$ cat src/rtl/uart_rx.sv
`default_nettype none
`timescale 1ns/1ps
// -----------------------------------------------------------------------------
// uart_rx : oversampled UART receiver, valid/ready holding register   (rev 1.0)
// -----------------------------------------------------------------------------
module uart_rx #(
  parameter int DATA_BITS   = 8,
  parameter int OVERSAMPLE  = 16,
  parameter int SYNC_STAGES = 2
) (
  input  logic                 clk,
  input  logic                 reset,
  input  logic                 tick_16x,
  input  logic                 rx,
  input  logic                 rx_ready,
  output logic [DATA_BITS-1:0] rx_data,
  output logic                 rx_valid,
  output logic                 frame_err,
  output logic                 overrun,
  output logic                 busy
);

  localparam int CW = $clog2(OVERSAMPLE);
  localparam int BW = $clog2(DATA_BITS);
  localparam logic [CW-1:0] HALF_LAST = CW'(OVERSAMPLE / 2 - 1);
  localparam logic [CW-1:0] BIT_LAST  = CW'(OVERSAMPLE - 1);
  localparam logic [BW-1:0] IDX_LAST  = BW'(DATA_BITS - 1);

  typedef enum logic [2:0] {
    S_IDLE      = 3'd0,
    S_START     = 3'd1,
    S_DATA      = 3'd2,
    S_STOP      = 3'd3,
    S_WAIT_HIGH = 3'd4
  } state_t;

  state_t                 state;
  logic [SYNC_STAGES-1:0] sync;
  logic [CW-1:0]          cnt;
  logic [BW-1:0]          bit_idx;
  logic [DATA_BITS-1:0]   shift;
  logic                   rx_s;

  // Chain resets to idle-high so a reset never looks like a start edge.
  always_ff @(posedge clk or negedge reset) begin
    if (!reset) sync <= '1;
    else        sync <= {sync[SYNC_STAGES-2:0], rx};
  end

  assign rx_s = sync[SYNC_STAGES-1];
  assign busy = (state != S_IDLE);

  always_ff @(posedge clk or negedge reset) begin
    if (!reset) begin
      state     <= S_IDLE;
      cnt       <= '0;
      bit_idx   <= '0;
      shift     <= '0;
      rx_data   <= '0;
      rx_valid  <= 1'b0;
      frame_err <= 1'b0;
      overrun   <= 1'b0;
    end else begin
      frame_err <= 1'b0;
      overrun   <= 1'b0;
      // A delivery later in this block overrides this consume.
      if (rx_valid && rx_ready) rx_valid <= 1'b0;

      case (state)
        S_IDLE: begin
          if (!rx_s) begin
            state <= S_START;
            cnt   <= '0;
          end
        end
        S_START: begin
          if (tick_16x) begin
            if (cnt == HALF_LAST) begin
              if (!rx_s) begin
                state   <= S_DATA;
                cnt     <= '0;
                bit_idx <= '0;
              end else begin
                state <= S_IDLE;
              end
            end else begin
              cnt <= cnt + CW'(1);
            end
          end
        end
        S_DATA: begin
          if (tick_16x) begin
            if (cnt == BIT_LAST) begin
              shift <= {rx_s, shift[DATA_BITS-1:1]};
              cnt   <= '0;
              if (bit_idx == IDX_LAST) state   <= S_STOP;
              else                     bit_idx <= bit_idx + BW'(1);
            end else begin
              cnt <= cnt + CW'(1);
            end
          end
        end
        S_STOP: begin
          if (tick_16x) begin
            if (cnt == BIT_LAST) begin
              cnt <= '0;
              if (rx_s) begin
                state <= S_IDLE;
                if (!rx_valid || rx_ready) begin
                  rx_data  <= shift;
                  rx_valid <= 1'b1;
                end else begin
                  overrun <= 1'b1;
                end
              end else begin
                frame_err <= 1'b1;
                state     <= S_WAIT_HIGH;
              end
            end else begin
              cnt <= cnt + CW'(1);
            end
          end
        end
        S_WAIT_HIGH: begin
          // A held break must not be mistaken for a new start bit.
          if (rx_s) state <= S_IDLE;
        end
        default: state <= S_IDLE;
      endcase
    end
  end

endmodule
`default_nettype wire
$ cat config.mk
export PLATFORM = sky130hd
export DESIGN_NAME = uart_rx
export DESIGN_NICKNAME = d
export VERILOG_FILES = /design/src/rtl/uart_rx.sv
export SDC_FILE = /design/constraint.sdc
export NUM_CORES = 1
export LEC_CHECK = 0
export BUFFER_PORTS_ARGS = -buffer_cell sky130_fd_sc_hd__buf_4
export CAP_MARGIN = 15
export CELL_PAD_IN_SITES_DETAIL_PLACEMENT = 1
export CELL_PAD_IN_SITES_GLOBAL_PLACEMENT = 2
export CORE_MARGIN = 2
export CORE_UTILIZATION = 37
export CTS_BUF_LIST = sky130_fd_sc_hd__clkbuf_2
export CTS_CLUSTER_SIZE = 40
export DETAILED_ROUTE_END_ITERATION = 8
export PLACE_DENSITY_LB_ADDON = 0.1
export SLEW_MARGIN = 20
export SYNTH_ARGS = -nofsm -noshare
export SYNTH_HDL_FRONTEND = slang
export SYNTH_SLANG_ARGS = --single-unit
$ cat constraint.sdc
create_clock -name clk -period 1.85 [get_ports clk]
set_clock_uncertainty 0.05 [all_clocks]
set_input_delay 0 -clock clk [delete_from_list [all_inputs] [get_ports clk]]
set_output_delay 0 -clock clk [all_outputs]
set_load 0.03 [all_outputs]
* Yosys cells after proc, flatten, opt, wreduce, memory -nomap -nowiden *
Cells that the tools add are included.

word-level totals
  register bits after elaboration = 31
  word-level logic and storage cells = 83
  input bits = 5

cells by class
  reductions and logical operators = 13
  add/subtract/negate cells = 2
  equal/unequal tests = 19
  multiplexer cells = 40

operator list
  kind                                                              number
  3-bit 2-to-1 mux                                                  16
  2-bit != test (second input constant)                             11
  4-bit 2-to-1 mux                                                  5
  1-bit 2-to-1 mux                                                  15
  3-bit one-hot mux with 5 select lines                             1
  4-bit one-hot mux with 3 select lines                             1
  9-bit AND reduction                                               1
  7-bit AND reduction                                               1
  3-bit by 2-bit == test with 1-bit output (second input constant)  2
  3-bit == test (second input constant)                             2
  3-bit one-hot mux with 2 select lines                             1
  3-bit AND reduction                                               2
  3-bit nonzero test                                                2
  5-bit AND reduction                                               1
  4-bit by 1-bit adder with 4-bit output (second input constant)    1
  4-bit by 3-bit == test with 1-bit output (second input constant)  1
  4-bit == test (second input constant)                             1
  3-bit by 1-bit adder with 3-bit output (second input constant)    1
  3-bit by 1-bit == test with 1-bit output (second input constant)  1
  3-bit zero test                                                   1
  2-bit 2-to-1 mux                                                  1
  2-bit by 1-bit != test with 1-bit output (second input constant)  1
  2-bit nonzero test                                                1
  2-bit OR reduction                                                1
  other kinds (3)                                                   3

* Depth between registers and ports, before layout *
Gate-level depths: netlist (run 1).

  depth after elaboration = 7
  depth in mapped cells = 7
  depth with buffers taken out = 5

* Least setup slack after synthesis (run 1) *
No wires, ideal clock.

  path kind = reg-to-reg
  from = register cnt[0]
  to = register rx_data[0]
  buffers on the path = 2
  path slack = 0.155 ns
  cell stages (with the launch flop) = 8
  arrival time = 1.520 ns
  clock period less this slack = 1.695 ns
  path through = dfrtp_1 > ha_1 > and3_1 > buf_6 > nand4_4 > nor2b_2 > buf_6 > mux2_4

between the ends
  longest elaborated chain between the ends = 2

RTL lines
  item                           RTL line  RTL
  start: declaration             39        logic [CW-1:0] cnt;
  start signal: assignment       87        cnt <= cnt + CW'(1);
  start signal: assignment       99        cnt <= cnt + CW'(1);
  start signal: assignment       120       cnt <= cnt + CW'(1);
  4-bit == test                  105       if (cnt == BIT_LAST) begin
  5-bit AND reduction (no line)  n/a
  end signal: assignment         110       rx_data <= shift;
  end: declaration               16        output logic [DATA_BITS-1:0] rx_data,

No other way between the ends.
A chain may end at the register's enable or synchronous reset.

* Final worst setup path (run 1) *
  from = register cnt[0]
  to = register rx_data[7]

The elaborated chain is that of the path after synthesis.

==> impl_metrics.json, run 1 <==
{
  "synth_edf_count": 0,
  "worstMarginPinSlew_ps": 397,
  "ant_nets": 0,
  "netlist_instances": 119,
  "finalMaxSlewViolations": 0,
  "synth-simple-area-share_pct": 12.8,
  "rows": 23,
  "synth_top_area_cell": "dfrtp_1",
  "die_w_um": 67.7,
  "synthArstFlopShare_pct": 100,
  "synth-main-ff-cell": "dfrtp_1",
  "track_usage_pct": 15.3,
  "die_h_um": 67.7,
  "synthDistinctLibCells": 35,
  "setup_tns_ps": 0,
  "worstPathArrival_ps": 1950,
  "clk_pin_slew_ps": 170,
  "synth_most_common_cell": "dfrtp_1",
  "max_cap_viol_count": 0,
  "crit_path_end_kind": "flip-flop",
  "crit_fanout": 8,
  "nets": 159,
  "clock_sinks": 31,
  "internal-power_uw": 1200,
  "hold_viol": 0,
  "synth_top_family_by_area": "multiplexers",
  "fill_cells": 428,
  "coreArea_sq_mm": 0.00394,
  "yosysSeqAreaShare_pct": 51.9,
  "p_clk_share_pct": 26.1,
  "ys_top_cells_by_area": "dfrtp_1 48%, mux2_4 8.0%, mux2_2 6.8%",
  "initial_utilization_pct": 38.1,
  "peakVddDrop_v": 0.000484,
  "grt_antenna_before_repair": 0,
  "wire_per_inst_um": 14.8,
  "clkLatencyLatePin_ps": 360,
  "antenna_cells": 0,
  "rsz0062_at_grt": "no",
  "drc_errors": 0,
  "power_switching_uw": 577,
  "p_leak_uw": 0.000886,
  "finalPower_uw": 1780,
  "path_cells": "ha_1 -> and3_2 -> nand4_4 -> nor2b_2 -> buf_12 -> mux2_4",
  "post-dp-hpwl_um": 2130,
  "pwr-share-comb_pct": 28.7,
  "cts_tree": "built",
  "min_path_type": "input pin to asynchronous set/reset pin",
  "required_ps": 2060,
  "seq_power_share_pct": 45.2,
  "synthAdderAreaFrac_pct": 2.50,
  "fin_area_sq_mm": 0.00181,
  "io_pins": 17,
  "p_sw_share_pct": 32.5,
  "placedCellCount": 189,
  "routed_via_density": 4.98,
  "synth_common_cells": "29 x dfrtp_1, 10 x nand2_1, 9 x mux2_2",
  "synth_mux_area_share_pct": 16.8,
  "maxSlewHeadroom_pct": 73.3,
  "synth-xor-area-share_pct": 0.584,
  "yosysTopAreaCellShare_pct": 48.4,
  "critPathBufInv": 1,
  "critPathSlowestCell": "dfrtp_1",
  "synth_area_sq_mm": 0.00150,
  "startpoint_type": "flip-flop",
  "grt_pass1_vias": 1052,
  "setup_viol": 0,
  "drt_first_pass_iters": 4,
  "routabilityCongestion": 0.770,
  "ys_seq_elements": 31,
  "die_area_sq_mm": 0.00458,
  "drtIter0Drc": 55,
  "yosysWarnings": 0,
  "fin_cells": 202,
  "min_period_over_period_pct": 94.5,
  "cts_max_level": 2,
  "ctsLongestPathBuffers": 2,
  "p_per_area_mw_per_mm2": 980,
  "drive_above_1_share_pct": 40.1,
  "cts-root-buf": "clkbuf_2",
  "grt_max_degree": 32,
  "crit_type": "flip-flop to flip-flop",
  "outcome": "complete, no violations",
  "synth_nets": 127,
  "syn_to_final_growth_pct": 20.9,
  "min_period_ps": 1750,
  "grt_pass1_wl_um": 5070,
  "crit_family": "simple AND/OR/NAND/NOR gates",
  "slowest_delay_ps": 430,
  "synth_area_per_cell_sq_um": 12.6,
  "max_freq_mhz": 572,
  "wl_um": 2990,
  "synth_compound_area_share_pct": 9.01,
  "overflow": 0,
  "via_count": 1006,
  "io_buffers": 16,
  "postPlaceCellArea_sq_mm": 0.00170,
  "numCtsBuffers": 5
}
==> what timing repair did <==
| action | 4_1_cts | 5_1_grt |
|---|---|---|
| resized for setup | 0 | 1 |
| hold buffers | 4 | 0 |
| hold endpoints to repair | 37 | 0 |
| setup endpoints to repair | 0 | 16 |
| buffers inserted | 0 | 1 |
==> power groups by stage <==
stage	Clock [uW]	Combinational [uW]	Sequential (uW)
after floorplan	0	349	813
after global placement	0	475	811
after detailed placement	0	487	817
after CTS	487	501	804
after global routing	512	565	815
final	463	511	803
==> sequential cells by signal, summed over array words and instances (netlist names) <==
signal	count
frame_err	1
cnt	4
sync	2
rx_valid	1
overrun	1
rx_data	8
shift	8
state	3
bit_idx	3
==> final timing paths <==
path	from	end	slack (ps)	depth (start not counted)
max	cnt[0]$_DFFE_PN0P_	rx_data[7]$_DFFE_PN0P_	100	6
min	reset	cnt[3]$_DFFE_PN0P_	20	2
max reg2reg	cnt[0]$_DFFE_PN0P_	rx_data[7]$_DFFE_PN0P_	100	6
min reg2reg	sync[0]$_DFF_PN1_	sync[1]$_DFF_PN1_	320	0
max in group asynchronous	reset	sync[0]$_DFF_PN1_	1380	2
min in group clk	rx	sync[0]$_DFF_PN1_	240	2
==> through the flow <==
step	hold WS [ps]	setup WS, ps	util (%)
after global routing	33.1	2.65	46.0
after detailed placement	-79.7	102	43.1
after CTS	17.8	43.0	45.8
after floorplan	-346	155	-
final	24.8	102	46.0
after global placement	-91.0	166	43.1
==> cells in the final DEF (no fill, tap or decap), types with 2 or more instances in the layout <==
cell	synthesis	final
dfrtp_1	29	29
clkbuf_2	0	5
mux2i_1	3	3
nand3_1	2	2
dfstp_2	2	2
mux2_2	9	9
nor2_1	5	5
o21ai_0	7	7
a311oi_1	2	2
dlygate4sd3_1	0	4
a31oi_1	2	2
inv_1	5	5
nand2_1	10	10
nor2b_1	5	5
buf_4	1	27
mux2_4	8	8
a21oi_1	2	2
ha_1	3	3
nand4_1	2	2
==> final cells by class <==
| cell class | count | area, sq um | area share [%] |
|---|---|---|---|
| clock inverters | 3 | 38.8 | 2.14 |
| repair buffers | 32 | 263 | 14.5 |
| inverters | 5 | 18.8 | 1.04 |
| clock buffers | 5 | 25.0 | 1.38 |
| well taps | 50 | 62.6 | 3.45 |
| flip-flops and latches | 31 | 778 | 42.9 |
| multi-input cells | 76 | 627 | 34.6 |
==> kinds of logic after synthesis <==
kind of cell / Yosys count
buffers and inverters: 12
and+or+nand+nor: 33
muxes: 20
DFF: 31
adders and majority gates: 3
AOI/OAI and AO/OA: 19
xor gates and xnor gates: 1
==> routing by layer <==
layer,vias up,GRT usage (%),routed length [um]
met2,14,24.3,1400
met3,6,5.00,93
met5,-,0,0
met4,0,5.36,42
li1,481,-,-
met1,505,19.3,1450
Power figures use the tool's default switching activity.
==> run 2, diff against run 1 <==
Settings changed: GPL_TIMING_DRIVEN set to 0.
Clock period 1.85 ns to 1.8 ns, I/O delays scaled along.
==> impl_metrics.json, run 2 (same netlist as run 1, synthesis figures left out) <==
{
  "outcome": "complete, no violations",
  "post-place-ws_ps": -77.4,
  "finalMaxSlewViolations": 0,
  "p_sw_share_pct": 32.0,
  "wl_met3_um": 106,
  "drc_errors": 0,
  "ctsLongestPathBuffers": 2,
  "crit_type": "flip-flop to flip-flop",
  "wire_per_inst_um": 14.8,
  "min_period_over_period_pct": 95.8,
  "finalPower_uw": 1860,
  "peakVddDrop_v": 0.000399,
  "slowest_delay_ps": 370,
  "cts_max_level": 2,
  "internal-power_uw": 1260,
  "pwr-share-comb_pct": 29.2,
  "max_cap_viol_count": 0,
  "initial_utilization_pct": 38.1,
  "drtIter0Drc": 40,
  "startpoint": "state[1]$_DFFE_PN0P_",
  "track_usage_pct": 15.8,
  "routed_via_density": 4.97,
  "p_leak_uw": 0.000881,
  "worstPathArrival_ps": 1940,
  "hold_viol": 0,
  "fin_hold_ws_ps": 10.1,
  "worst_slack_ps": 75.6,
  "crit_family": "simple AND/OR/NAND/NOR gates",
  "wl_met1_um": 1390,
  "utilization_pct": 46.6,
  "fill_cells": 426,
  "power_switching_uw": 594,
  "numCtsBuffers": 5,
  "grt_antenna_before_repair": 0,
  "grt_pass1_wl_um": 5180,
  "p_per_area_mw_per_mm2": 1010,
  "required_ps": 2010,
  "path_cells": "clkbuf_8 -> nor2b_1 -> and2_4 -> nor2b_2 -> buf_6 -> mux2_2",
  "clkLatencyLatePin_ps": 370,
  "reg.largest.list": "rx_data (8), shift (8), cnt (4)",
  "grt_pass1_vias": 1058,
  "ant_nets": 0,
  "final_common_cell": "dfrtp_1",
  "crit_fanout": 10,
  "startpoint_type": "flip-flop",
  "io_buffers": 16,
  "crit_path_end_kind": "flip-flop",
  "post-dp-hpwl_um": 1990,
  "critPathBufInv": 2,
  "wl_met2_um": 1410,
  "die_area_sq_mm": 0.00458,
  "setup_viol": 0,
  "antenna_cells": 0,
  "die_h_um": 67.7,
  "maxSlewHeadroom_pct": 70.6,
  "drive_above_1_share_pct": 43.3,
  "drt_first_pass_iters": 4,
  "final_cell_mix": "29 x dfrtp_1, 22 x buf_4, 10 x nand2_1, 9 x mux2_2, 8 x mux2_4",
  "p_clk_share_pct": 25.5,
  "wl_um": 2960,
  "min_period_ps": 1720,
  "coreArea_sq_mm": 0.00394,
  "rows": 23,
  "highest_layer": "met4",
  "clock_sinks": 31,
  "grt_max_degree": 32,
  "seq_power_share_pct": 45.3,
  "min_path_type": "input pin to asynchronous set/reset pin",
  "nets": 158,
  "cts-root-buf": "clkbuf_2",
  "critPathSlowestCell": "dfrtp_1",
  "syn_to_final_growth_pct": 22.4,
  "io_pins": 17,
  "worstMarginPinSlew_ps": 439,
  "max_freq_mhz": 580,
  "crit-reg2reg-launch": "state[1]$_DFFE_PN0P_",
  "clk_pin_slew_ps": 170,
  "cts_tree": "built",
  "via_count": 994,
  "overflow": 0,
  "die_w_um": 67.7,
  "routabilityCongestion": 0.736
}
run 2: layout make-up:
| type | count | area [sq um] | area share [%] |
|---|---|---|---|
| buffer | 6 | 66.3 | 3.61 |
| clock buffer | 6 | 30.0 | 1.63 |
| clock inverter | 1 | 30.0 | 1.63 |
| inverter | 5 | 22.5 | 1.23 |
| multi-input combinational | 76 | 649 | 35.4 |
| sequential | 31 | 778 | 42.4 |
| tap | 50 | 62.6 | 3.41 |
| timing repair buffer | 25 | 198 | 10.8 |
run 2: path summary, 6_finish.rpt:
| path | slack (ps) | cells after the start | end |
|---|---|---|---|
| min reg2reg | 320 | 0 | sync[1]$_DFF_PN1_ |
| max in group asynchronous | 1340 | 2 | sync[0]$_DFF_PN1_ |
| min in group clk | 230 | 2 | sync[0]$_DFF_PN1_ |
| min | 10 | 2 | cnt[1]$_DFFE_PN0P_ |
| max reg2reg | 80 | 6 | shift[7]$_DFFE_PN0P_ |
| max | 80 | 6 | shift[7]$_DFFE_PN0P_ |
run 2: metrics by stage:
step / instances / TNS [ps] / instance area, sq um
after floorplan: 119 / 0 / 1500
after global placement: 185 / -786 / 1680
after detailed placement: 185 / -921 / 1680
after CTS: 199 / 0 / 1820
after global routing: 200 / -0.593 / 1840
final: 200 / 0 / 1840
run 2: power by group through the flow:
stage	logic (uW)	registers, uW	clock network [uW]
global placement	457	849	0
floorplan	359	836	0
global route	615	854	524
detailed placement	471	853	0
CTS	532	843	492
finish	543	841	473
run 2: metal layers:
metal  track usage [%]  up-vias
met3              6.00        5
met1              20.1      497
met5                 0        -
met2              23.9       14
met4              6.89        0
li1                  -      478
run 2: repair_timing:
item / 4_1_cts / 5_1_grt
resized for setup: 2 / 5
hold buffers: 4 / 0
setup buffers: 3 / 2
endpoints found under the setup margin: 16 / 20
pin swaps: 1 / 1
endpoints found under the hold margin: 37 / 0
==> run 3, diff against run 2 <==
Settings changed: ABC_AREA set to 1, CORE_UTILIZATION 37 to 35.
==> impl_metrics.json, run 3 <==
{
  "outcome": "complete, no violations",
  "io_pins": 17,
  "drt_first_pass_iters": 4,
  "wire_per_inst_um": 13.3,
  "crit-reg2reg-launch": "cnt[0]$_DFFE_PN0P_",
  "die_area_sq_mm": 0.00494,
  "final_cell_mix": "57 x nand2_1, 29 x dfrtp_1, 18 x buf_4, 17 x nand3_1, 16 x nor2_1",
  "internal-power_uw": 1220,
  "yosysSeqAreaShare_pct": 50.6,
  "endpoint": "bit_idx[2]$_DFFE_PN0P_",
  "reg.largest.list": "rx_data (8), shift (8), cnt (4)",
  "worst-r2r-setup-slack_ps": 190,
  "nets": 215,
  "finalMaxSlewViolations": 0,
  "pwr-share-comb_pct": 33.6,
  "setup_viol": 0,
  "rows": 24,
  "synth_top_family_by_area": "simple AND/OR/NAND/NOR gates",
  "max_cap_viol_count": 0,
  "synth_area_sq_mm": 0.00154,
  "clock_sinks": 31,
  "synth_common_cells": "57 x nand2_1, 29 x dfrtp_1, 17 x nand3_1",
  "path_cells": "ha_2 -> nand3_1 -> nand2_1 -> nand2_1 -> nor2_2 -> nand2_1 -> nand2_1 -> nand2_1",
  "synth-xor-area-share_pct": 0.570,
  "grt_pass1_vias": 1295,
  "overflow": 0,
  "p_clk_share_pct": 23.6,
  "crit_type": "flip-flop to flip-flop",
  "via_count": 1244,
  "clk_pin_slew_ps": 170,
  "cts_tree": "built",
  "cpMostUsedCell": "nand2_1",
  "r2r.worst_path.cells": 8,
  "coreArea_sq_mm": 0.00429,
  "drive_above_1_share_pct": 21.6,
  "antenna_cells": 0,
  "startpoint_type": "flip-flop",
  "ys_top_cells_by_area": "dfrtp_1 47%, nand2_1 14%, nand3_1 5.5%",
  "io_buffers": 16,
  "cts_max_level": 2,
  "startpoint": "cnt[0]$_DFFE_PN0P_",
  "track_usage_pct": 15.5,
  "numCtsBuffers": 5,
  "worst-path-stages": 8,
  "min_period_over_period_pct": 89.3,
  "synth-simple-area-share_pct": 31.2,
  "netlist_instances": 182,
  "max_freq_mhz": 622,
  "synth_mux_area_share_pct": 0,
  "grt_max_degree": 32,
  "min_period_ps": 1610,
  "routed_via_density": 4.78,
  "synthArstFlopShare_pct": 100,
  "required_ps": 2010,
  "hold_viol": 0,
  "grt_antenna_before_repair": 0,
  "drc_errors": 0,
  "critPathSlowestCell": "dfrtp_1",
  "ant_nets": 0,
  "p_leak_uw": 0.000977,
  "ys_seq_elements": 31,
  "clkLatencyLatePin_ps": 360,
  "yosysTopAreaCellShare_pct": 47.2,
  "peakVddDrop_v": 0.000478,
  "r2r_end": "bit_idx[2]$_DFFE_PN0P_",
  "die_h_um": 70.3,
  "synth_area_per_cell_sq_um": 8.45,
  "maxSlewHeadroom_pct": 48.7,
  "min_path_type": "input pin to flip-flop",
  "post-dp-hpwl_um": 2630,
  "critPathBufInv": 0,
  "die_w_um": 70.3,
  "worstPathArrival_ps": 1820,
  "crit_path_end_kind": "flip-flop",
  "synth-main-ff-cell": "dfrtp_1",
  "synth_edf_count": 0,
  "seq_power_share_pct": 42.8,
  "post-cts-setup-buffer-count": 0,
  "final_common_cell": "nand2_1",
  "grt_pass1_wl_um": 5920,
  "wl_um": 3450,
  "drtIter0Drc": 39,
  "synth_nets": 190,
  "ctsLongestPathBuffers": 2,
  "slowest_delay_ps": 440,
  "syn_to_final_growth_pct": 17.7,
  "p_sw_share_pct": 39.2,
  "p_per_area_mw_per_mm2": 1110,
  "rsz0062_at_grt": "no",
  "worstMarginPinSlew_ps": 766,
  "cts-root-buf": "clkbuf_2",
  "min_path_cells": 4,
  "synth_most_common_cell": "nand2_1",
  "initial_utilization_pct": 35.8,
  "synthAdderAreaFrac_pct": 2.44,
  "synthDistinctLibCells": 24,
  "crit_family": "simple AND/OR/NAND/NOR gates",
  "power_switching_uw": 788,
  "fin_hold_ws_ps": 27.5,
  "routabilityCongestion": 0.779,
  "crit_fanout": 4,
  "synth_top_area_cell": "dfrtp_1",
  "setup_tns_ps": 0,
  "yosysWarnings": 0,
  "synth_compound_area_share_pct": 8.79,
  "finalPower_uw": 2010
}
run 3: changes by cell type in the layout (fill, tap and decap cells not counted), sizes merged, moves of 6 or more:
| cell | delta |
|---|---|
| nor2 | +17 |
| mux2 | -17 |
| buf | -6 |
| nand2 | +49 |
| inv | +12 |
| nor2b | -6 |
| o21ai | +9 |
| nand3 | +17 |
run 3: power by group through the flow:
stage / registers, uW / logic, uW / clock network (uW)
6_report: 860 / 675 / 474
5_1_grt: 874 / 763 / 529
4_1_cts: 860 / 688 / 497
3_5_place_dp: 871 / 684 / 0
3_3_place_gp: 869 / 651 / 0
2_1_floorplan: 855 / 508 / 0
run 3: worst min path at each step:
stage | endpoint | from | slack (ps)
after floorplan | bit_idx[0]$_DFFE_PN0P_ | reset | -350
after global placement | cnt[2]$_DFFE_PN0P_ | reset | -90
after detailed placement | cnt[2]$_DFFE_PN0P_ | reset | -90
after CTS | overrun$_DFF_PN0_ | rx_ready | 3
after global routing | bit_idx[0]$_DFFE_PN0P_ | tick_16x | 6
final | overrun$_DFF_PN0_ | rx_ready | 30
run 3: cells by family after synthesis:
group,count (synthesis)
simple gates,102
flops,31
compound gates,25
buf+inv,20
fa+ha+maj,3
xor+xnor,1
run 3: timing repair:
action / 4_1_cts / 5_1_grt
resized for setup: 0 / 1
endpoints found under the hold margin: 32 / 0
hold buffers: 2 / 0
endpoints found under the setup margin: 0 / 3
run 3: layout make-up:
type,count,area (sq um)
tap,52,65.1
fill,531,2480
sequential,31,778
inverter,16,60.1
clock inverter,3,38.8
multi-input combinational,131,664
clock buffer,5,25.0
buffer,4,37.5
timing repair buffer,18,140
run 3: stage by stage:
step / utilization [%] / worst slack, ps / cells / area [sq um]
floorplan: - / 345 / 182 / 1540
global placement: 40.1 / 232 / 250 / 1720
detailed placement: 40.1 / 179 / 250 / 1720
CTS: 42.1 / 154 / 260 / 1810
global route: 42.1 / 35.4 / 260 / 1810
finish: 42.1 / 193 / 260 / 1810
run 3: worst reg2reg max path, cell delays in order, from the launching register on:
cell and delay (ps):
dfrtp_1 440, ha_2 250, nand3_1 120, nand2_1 140
nand2_1 80, nor2_2 180, nand2_1 120, nand2_1 80
nand2_1 40
run 3: routing by layer:
layer	vias to the layer above	GRT usage [%]	share of wire [%]
li1	632	-	-
met1	590	19.7	47
met2	18	25.6	49
met3	4	4.04	3.5
met4	0	5.13	0.87
met5	-	0	0
